===== src/rtl/nrzi_pkg.sv =====
// Shared types and sizing helpers for the NRZI transmit/receive bit stuffing path.
package nrzi_pkg;

  typedef enum logic [1:0] {
    IDLE,
    SHIFT,
    STUFF
  } state_e;

  localparam int STUFF_LEN_DEFAULT = 6;

  // Width of a counter that must hold 0..stuff_len inclusive.
  function automatic int ones_cnt_w(input int stuff_len);
    return $clog2(stuff_len + 1);
  endfunction

endpackage


===== src/rtl/nrzi_byte_hold.sv =====
// Single-entry holding register with a valid/ready front and a pop from the consumer.
// ready_o is the registered empty flag, so the producer never sees a combinational path.
module nrzi_byte_hold
  import nrzi_pkg::*;
#(
  parameter int W = 9
) (
  input  logic         clk_i,
  input  logic         resetn_i,
  input  logic [W-1:0] data_i,
  input  logic         valid_i,
  output logic         ready_o,
  output logic [W-1:0] data_o,
  output logic         valid_o,
  input  logic         pop_i
);

  logic         empty_q;
  logic [W-1:0] data_q;
  logic         push;

  assign push    = valid_i && empty_q;
  assign ready_o = empty_q;
  assign valid_o = !empty_q;
  assign data_o  = data_q;

  // Capture on push; a pop and a push on the same edge leave the entry full.
  always_ff @(posedge clk_i or negedge resetn_i) begin
    if (!resetn_i) begin
      empty_q <= 1'b1;
      data_q  <= '0;
    end else begin
      if (push) begin
        data_q <= data_i;
      end
      empty_q <= !(push || (!empty_q && !pop_i));
    end
  end

endmodule


===== src/rtl/nrzi_bit_stuffer.sv =====
// Byte-to-bit serialiser with USB-style zero stuffing, feeding the NRZI encoder.
//
// state | meaning
// IDLE  | no bit on the line; waits for the holding register to fill
// SHIFT | presenting data bit idx_q of the current byte
// STUFF | presenting an inserted 0 after STUFF_LEN consecutive data 1s
module nrzi_bit_stuffer
  import nrzi_pkg::*;
#(
  parameter int DATA_W    = 8,
  parameter int STUFF_LEN = STUFF_LEN_DEFAULT
) (
  input  logic              clk_i,
  input  logic              resetn_i,
  input  logic [DATA_W-1:0] byte_i,
  input  logic              byte_valid_i,
  input  logic              last_i,
  output logic              byte_ready_o,
  output logic              bit_o,
  output logic              bit_valid_o,
  output logic              stuff_o,
  output logic              underrun_o
);

  localparam int ONES_W = ones_cnt_w(STUFF_LEN);
  localparam int IDX_W  = (DATA_W > 1) ? $clog2(DATA_W) : 1;
  localparam logic [ONES_W-1:0] ONES_MAX = ONES_W'(STUFF_LEN);
  localparam logic [IDX_W-1:0]  IDX_LAST = IDX_W'(DATA_W - 1);

  logic [DATA_W:0] hold_data;
  logic            hold_full;
  logic            hold_pop;

  nrzi_byte_hold #(
    .W(DATA_W + 1)
  ) u_hold (
    .clk_i   (clk_i),
    .resetn_i(resetn_i),
    .data_i  ({last_i, byte_i}),
    .valid_i (byte_valid_i),
    .ready_o (byte_ready_o),
    .data_o  (hold_data),
    .valid_o (hold_full),
    .pop_i   (hold_pop)
  );

  state_e            state_q;
  logic [DATA_W-1:0] shreg_q;
  logic              last_q;
  logic [IDX_W-1:0]  idx_q;
  logic [ONES_W-1:0] ones_q;
  logic              bit_q;
  logic              valid_q;
  logic              stuff_q;
  logic              underrun_q;

  logic              at_end;
  logic              run_full;
  logic              byte_done;
  logic              nxt_bit;
  logic [IDX_W-1:0]  nxt_idx;
  logic [ONES_W-1:0] cont_ones;
  logic [ONES_W-1:0] load_base;
  logic [ONES_W-1:0] load_ones;

  // Next-bit lookahead and the decision to pull the next byte out of the holding register.
  always_comb begin
    at_end    = (idx_q == IDX_LAST);
    run_full  = (ones_q == ONES_MAX);
    nxt_idx   = idx_q + 1'b1;
    nxt_bit   = at_end ? 1'b0 : shreg_q[nxt_idx];
    cont_ones = nxt_bit ? ones_q + 1'b1 : '0;
    byte_done = ((state_q == SHIFT) && !run_full && at_end) ||
                ((state_q == STUFF) && at_end);
    hold_pop  = hold_full && ((state_q == IDLE) || byte_done);
    // The run of 1s carries into the next byte only inside a packet.
    load_base = last_q ? '0 : ones_q;
    load_ones = hold_data[0] ? load_base + 1'b1 : '0;
  end

  // Main sequencer; every output is registered and describes the bit on the line this cycle.
  always_ff @(posedge clk_i or negedge resetn_i) begin
    if (!resetn_i) begin
      state_q    <= IDLE;
      shreg_q    <= '0;
      last_q     <= 1'b0;
      idx_q      <= '0;
      ones_q     <= '0;
      bit_q      <= 1'b0;
      valid_q    <= 1'b0;
      stuff_q    <= 1'b0;
      underrun_q <= 1'b0;
    end else begin
      underrun_q <= 1'b0;
      stuff_q    <= 1'b0;
      if (hold_pop) begin
        shreg_q <= hold_data[DATA_W-1:0];
        last_q  <= hold_data[DATA_W];
        idx_q   <= '0;
        ones_q  <= load_ones;
        bit_q   <= hold_data[0];
        valid_q <= 1'b1;
        state_q <= SHIFT;
      end else begin
        unique case (state_q)
          IDLE: begin
            bit_q   <= 1'b0;
            valid_q <= 1'b0;
          end
          SHIFT, STUFF: begin
            if ((state_q == SHIFT) && run_full) begin
              bit_q   <= 1'b0;
              stuff_q <= 1'b1;
              valid_q <= 1'b1;
              ones_q  <= '0;
              state_q <= STUFF;
            end else if (!at_end) begin
              idx_q   <= nxt_idx;
              bit_q   <= nxt_bit;
              ones_q  <= cont_ones;
              valid_q <= 1'b1;
              state_q <= SHIFT;
            end else begin
              // Byte finished with nothing queued: either a clean packet end or a starved stream.
              bit_q      <= 1'b0;
              valid_q    <= 1'b0;
              ones_q     <= '0;
              underrun_q <= !last_q;
              state_q    <= IDLE;
            end
          end
          default: begin
            state_q <= IDLE;
          end
        endcase
      end
    end
  end

  assign bit_o       = bit_q;
  assign bit_valid_o = valid_q;
  assign stuff_o     = stuff_q;
  assign underrun_o  = underrun_q;

endmodule


===== config.mk =====
export PLATFORM = sky130hd
export DESIGN_NAME = nrzi_bit_stuffer
export DESIGN_NICKNAME = d
export VERILOG_FILES = /design/src/rtl/nrzi_pkg.sv /design/src/rtl/nrzi_byte_hold.sv /design/src/rtl/nrzi_bit_stuffer.sv
export SDC_FILE = /design/constraint.sdc
export NUM_CORES = 1
export LEC_CHECK = 0
export CAP_MARGIN = 20
export CORE_AREA = 2 2 60 62
export CTS_CLUSTER_DIAMETER = 80
export CTS_CLUSTER_SIZE = 28
export DETAILED_ROUTE_END_ITERATION = 12
export DIE_AREA = 0 0 62 64
export PLACE_DENSITY_LB_ADDON = 0.12
export SETUP_SLACK_MARGIN = 0.05
export SYNTH_ARGS = -nofsm -noshare
export SYNTH_HDL_FRONTEND = slang
export SYNTH_SLANG_ARGS = --single-unit

===== constraint.sdc =====
create_clock -name clk_i -period 2.6 [get_ports clk_i]
set_clock_uncertainty 0.1 [all_clocks]
set_input_delay 0.52 -clock clk_i [delete_from_list [all_inputs] [get_ports clk_i]]
set_output_delay 0.52 -clock clk_i [all_outputs]
set_load 0.03 [all_outputs]

# --- Yosys cells after proc, flatten, opt, wreduce, memory -nomap -nowiden ---
# Index checks and enable logic that the tools add are counted.
totals:
  reg_bits: 31
  wordCells: 75
op_classes:
  add_sub_neg: 3
  n_lt_le_gt_ge: 1
  n_eq_ne: 7
  mux: 33
  reduce_logical: 20
op_table:
  columns: ["op", "count"]
  rows:
  - ["3-bit two-way mux", 11]
  - ["1-bit two-way mux", 16]
  - ["3-bit by 1-bit adder with 3-bit output (second input constant)", 3]
  - ["1-bit logical AND", 7]
  - ["3-bit == test (second input constant)", 2]
  - ["2-bit by 1-bit != test with 1-bit output (second input constant)", 3]
  - ["1-bit zero test", 5]
  - ["3-bit by 4-bit < comparator with 1-bit output (second input constant)", 1]
  - ["2-bit two-way mux", 2]
  - ["1-bit one-hot mux with 2 select lines", 2]
  - ["2-bit one-hot mux with 2 select lines", 1]
  - ["1-bit binary-select mux with 3-bit select", 1]
  - ["1-bit logical OR", 3]
  - ["3-bit AND reduction", 1]
  - ["3-bit nonzero test", 1]
  - ["2-bit by 1-bit == test with 1-bit output (second input constant)", 1]
  - ["2-bit == test (second input constant)", 1]
  - ["2-bit zero test", 1]
  - ["2-bit nonzero test", 1]
  - ["2-bit OR reduction", 1]

# --- Logic depth before layout (Yosys ltp) ---
logic_depth:
  ltp_word: 11
  mapped_depth: 8
  ltp_nobuf: 6

# --- Hierarchy ---
# From an unflattened synthesis, not the netlist that was laid out.
unflattened:
  cells_unflattened: 149
  area_unflattened_um2: 1560.2
by_module_without_submodules:
  columns: ["module", "n_inst", "cells_each", "area_per_inst_um2"]
  rows:
  - ["nrzi_bit_stuffer", 1, 126, 1181.1]
  - ["nrzi_byte_hold", 1, 23, 379.1]

# --- Worst setup path before layout ---
# Ideal clock, no wire load.
synth_path:
  path_kind: "register to register"
  start: "register idx_q[0]"
  end: "register shreg_q[3]"
  arrival_time_ns: 1.870
  required_ns: 2.375
  setup_slack_ns: 0.505
  path_stages_with_launch: 9
  n_path_buf: 2
  synth_period_minus_slack_ns: 2.095
  cell_sequence: "dfrtp_1 -> ha_1 -> ha_1 -> a21oi_1 -> o21ai_1 -> and2_1 -> buf_2 -> buf_6 -> mux2_4"
synth_via:
  elab_chain_len: 5
synth_lines:
  columns: ["element", "line", "text"]
  rows:
  - ["start, declared", "nrzi_bit_stuffer.sv:50", "logic [IDX_W-1:0] idx_q;"]
  - ["start signal, assigned", "nrzi_bit_stuffer.sv:118", "idx_q <= nxt_idx;"]
  - ["3-bit == test *", "nrzi_bit_stuffer.sv:68", "at_end = (idx_q == IDX_LAST);"]
  - ["1-bit logical AND, on equally long branches", "nrzi_bit_stuffer.sv:73, nrzi_bit_stuffer.sv:74", null]
  - ["1-bit logical OR *", "nrzi_bit_stuffer.sv:73", "byte_done = ((state_q == SHIFT) && !run_full && at_end) ||"]
  - ["1-bit logical OR *", "nrzi_bit_stuffer.sv:75", "hold_pop = hold_full && ((state_q == IDLE) || byte_done);"]
  - ["1-bit logical AND *", "nrzi_bit_stuffer.sv:75", null]
  - ["end signal, assigned", "nrzi_bit_stuffer.sv:97", "shreg_q <= hold_data[DATA_W-1:0];"]
  - ["end, declared", "nrzi_bit_stuffer.sv:48", "logic [DATA_W-1:0] shreg_q;"]
# Mark *: on every way between the ends. The rest lies on a longest branch, timed or not.
# A chain may end at the register's enable or synchronous reset.

# --- Final worst setup path ---
layout_path:
  start: "register idx_q[0]"
  end: "register shreg_q[0]"
# The elaborated chain is that of the path after synthesis.

==> out/results.ini <==
[status]
status=finished clean

[min_path]
min_path_type=reg2reg
holdPathStages=2

[yosys]
synth-simple-area-share_pct=9.004
yosysTopAreaCellShare_pct=47.81
synthFlopType=dfrtp_1
synth_fa_ha_area_share_pct=7.171
netlist_top_cells_area=dfrtp_1 (48%), mux2_2 (13%), ha_1 (7.2%), mux2_4 (3.8%), a21oi_1 (2.2%)
syn_nets=151
ys_top_cells_by_count=dfrtp_1 (30), mux2_2 (18), ha_1 (9)
synth_top_family_by_area=multiplexers
avgSynthCellArea_um2=12.08
syn-cell-area_mm2=0.001570
async_reset_ff_share_pct=100.0
synth-xor-area-share_pct=1.116
synth_top_area_cell=dfrtp_1
synth-seq-area-share_pct=49.48
muxShareOfSynthArea_pct=20.16
synth_edf_count=0
synth_compound_area_share_pct=9.562
synth_seq_cells=31
synth_cell_types=37
netlist_instances=130
yosysWarnings=0
yosysMostFrequentCell=dfrtp_1

[clock_tree]
clkTransAtPathRegs_ns=0.09
ctsResizeCount=0
cts_tree=yes
cts-hold-fix-buffers=0
clock_path_buffers=2
clk_latency_ns=0.32
cts_buffers=5
htreeDepth=2
cts_setup_buffers=0
cts-root-buf=clkbuf_4
cts.sinks=31

[global_routing]
first_global_vias=1077
grt_max_degree=32
grt_pass1_wl_um=4926
antenna_found_initial=0
overflow=0
grt_usage_pct=17.08

[layout]
layout-drive-gt1-share_pct=22.67
diodes=0
area_growth_pct=17.53
nNetsFinal=171

[routing]
dr.pass1.iters=5
antenna_left=0
routedWlPerCell_um=14.00
drc_errors=0
dr.max_layer_used=met4
wirelength_met1_um=1196
via_per_inst=5.179
vias=1015
initialDrtViolationCount=50
route.met3.wl_um=97
met2_length_um=1390
wl_um=2744

[power_and_ir_drop]
power.density_mw_per_mm2=1231
power.total_uw=2271
p_leak_uw=0.0008053
ir_drop_mv=0.5074

[critical_path]
crit_required_ns=2.72
r2r_cells=6
crit_fanout=15
path_common_cell=ha_1
worstPathArrival_ns=2.47
crit_path_start_kind=flip-flop
cp_slowest_stage_delay_ns=0.59
worstPathCellList=ha_1, ha_1, a21oi_1, o21ai_1, and2_1, mux2_2
critPathCaptureType=flip-flop
slowest_stage=and2_1
critical_path_class=reg2reg

[die]
rows=21
io-pin-count=17
core_area_mm2=0.003284
start_util_pct=47.81
die_h_um=64
die_x_um=62
dieArea_mm2=0.003968

[timing]
setup_viol=0
period_needed_ns=2.353
fmax_mhz=425.0
min_period_over_period_pct=90.49
rsz0062_at_grt=false
relSlewSlack_pct=55.26
final_max_slew_viol_count=0
timing_hold_violations_final=0
tns_ns=0
tightest_slew_ns=0.6711

[run]
drv_cap=0

[placed_design]
io_buffers=16
place.gp.congestion=0.7884
dp_hpwl_um=2096

## layer usage
layer / vias to the layer above / GRT usage, %
met5: - / 0
met4: 0 / 7.181
met3: 6 / 5.466
met2: 14 / 25.65
met1: 490 / 22.30
li1: 505 / -
## sequential cells by signal, summed over array words and instances (netlist names)
register	flops
u_hold.data_o	9
shreg_q	8
idx_q	3
ones_q	3
state_q	2
bit_o	1
bit_valid_o	1
last_q	1
stuff_o	1
u_hold.ready_o	1
underrun_o	1
## layout make-up
class	count	area (um^2)
clock buffer	6	41.29
tap	46	57.56
sequential	31	777.0
inverter	7	26.28
timing repair buffer	18	175.2
multi-input combinational	87	738.2
clock inverter	1	30.03
fill	284	1439
## critical path: cells and delay by family, from the launching register on
kind	cells	cell delay, ns
and+or+nand+nor	1	0.59
DFF	1	0.48
adders and majority gates	2	0.43
muxes	1	0.41
AOI/OAI and AO/OA	2	0.24
## cells in the final DEF, fill, tap and decap left out, drive strengths merged, types with 4 or more instances in the layout
| cell type | netlist | layout |
|---|---|---|
| ha | 9 | 9 |
| a21oi | 7 | 7 |
| mux2 | 23 | 23 |
| dfrtp | 30 | 30 |
| clkdlybuf4s50 | 0 | 16 |
| inv | 6 | 6 |
| nand3 | 5 | 5 |
| nand2 | 8 | 8 |
| nor2 | 6 | 6 |
| clkbuf | 2 | 6 |
| o21ai | 4 | 4 |
## logic make-up (layout without fill, tap and decap cells)
kind of cell               after synthesis  after routing
AOI/OAI and AO/OA                       21             21
xor gates and xnor gates                 2              2
adders and majority gates                9              9
buffers and inverters                   12             32
DFF                                     31             31
muxes                                   26             26
and+or+nand+nor                         29             29
## stage by stage
stage                     cell area [um^2]  setup slack, ns  utilization [%]  cells  hold WS [ns]
after floorplan                       1570           0.5053                -    130        0.1244
after global placement                1774           0.3167            54.02    189        0.3762
after detailed placement              1774           0.2161            54.02    189        0.3857
after CTS                             1846           0.2111            56.19    196        0.4064
after global routing                  1846          0.06947            56.19    196        0.4331
final                                 1846           0.2472            56.19    196        0.3958
## worst paths after layout
check	to	start	slack, ns
setup / recovery	shreg_q[0]	idx_q[0]	0.25
hold / removal	bit_valid_o	bit_valid_o	0.40
setup reg to reg	shreg_q[0]	idx_q[0]	0.25
hold reg to reg	bit_valid_o	bit_valid_o	0.40
max in group asynchronous	u_hold.ready_o	resetn_i	1.61
min in group asynchronous	ones_q[1]	resetn_i	0.47
## power by group
group          internal, uW  leakage [uW]  switching (uW)
registers               714      0.000373             167
logic                   543      0.000394             499
clock network           198     0.0000383             150
total                  1460      0.000805             816
Note: power is estimated with default switching activity, not from simulation.
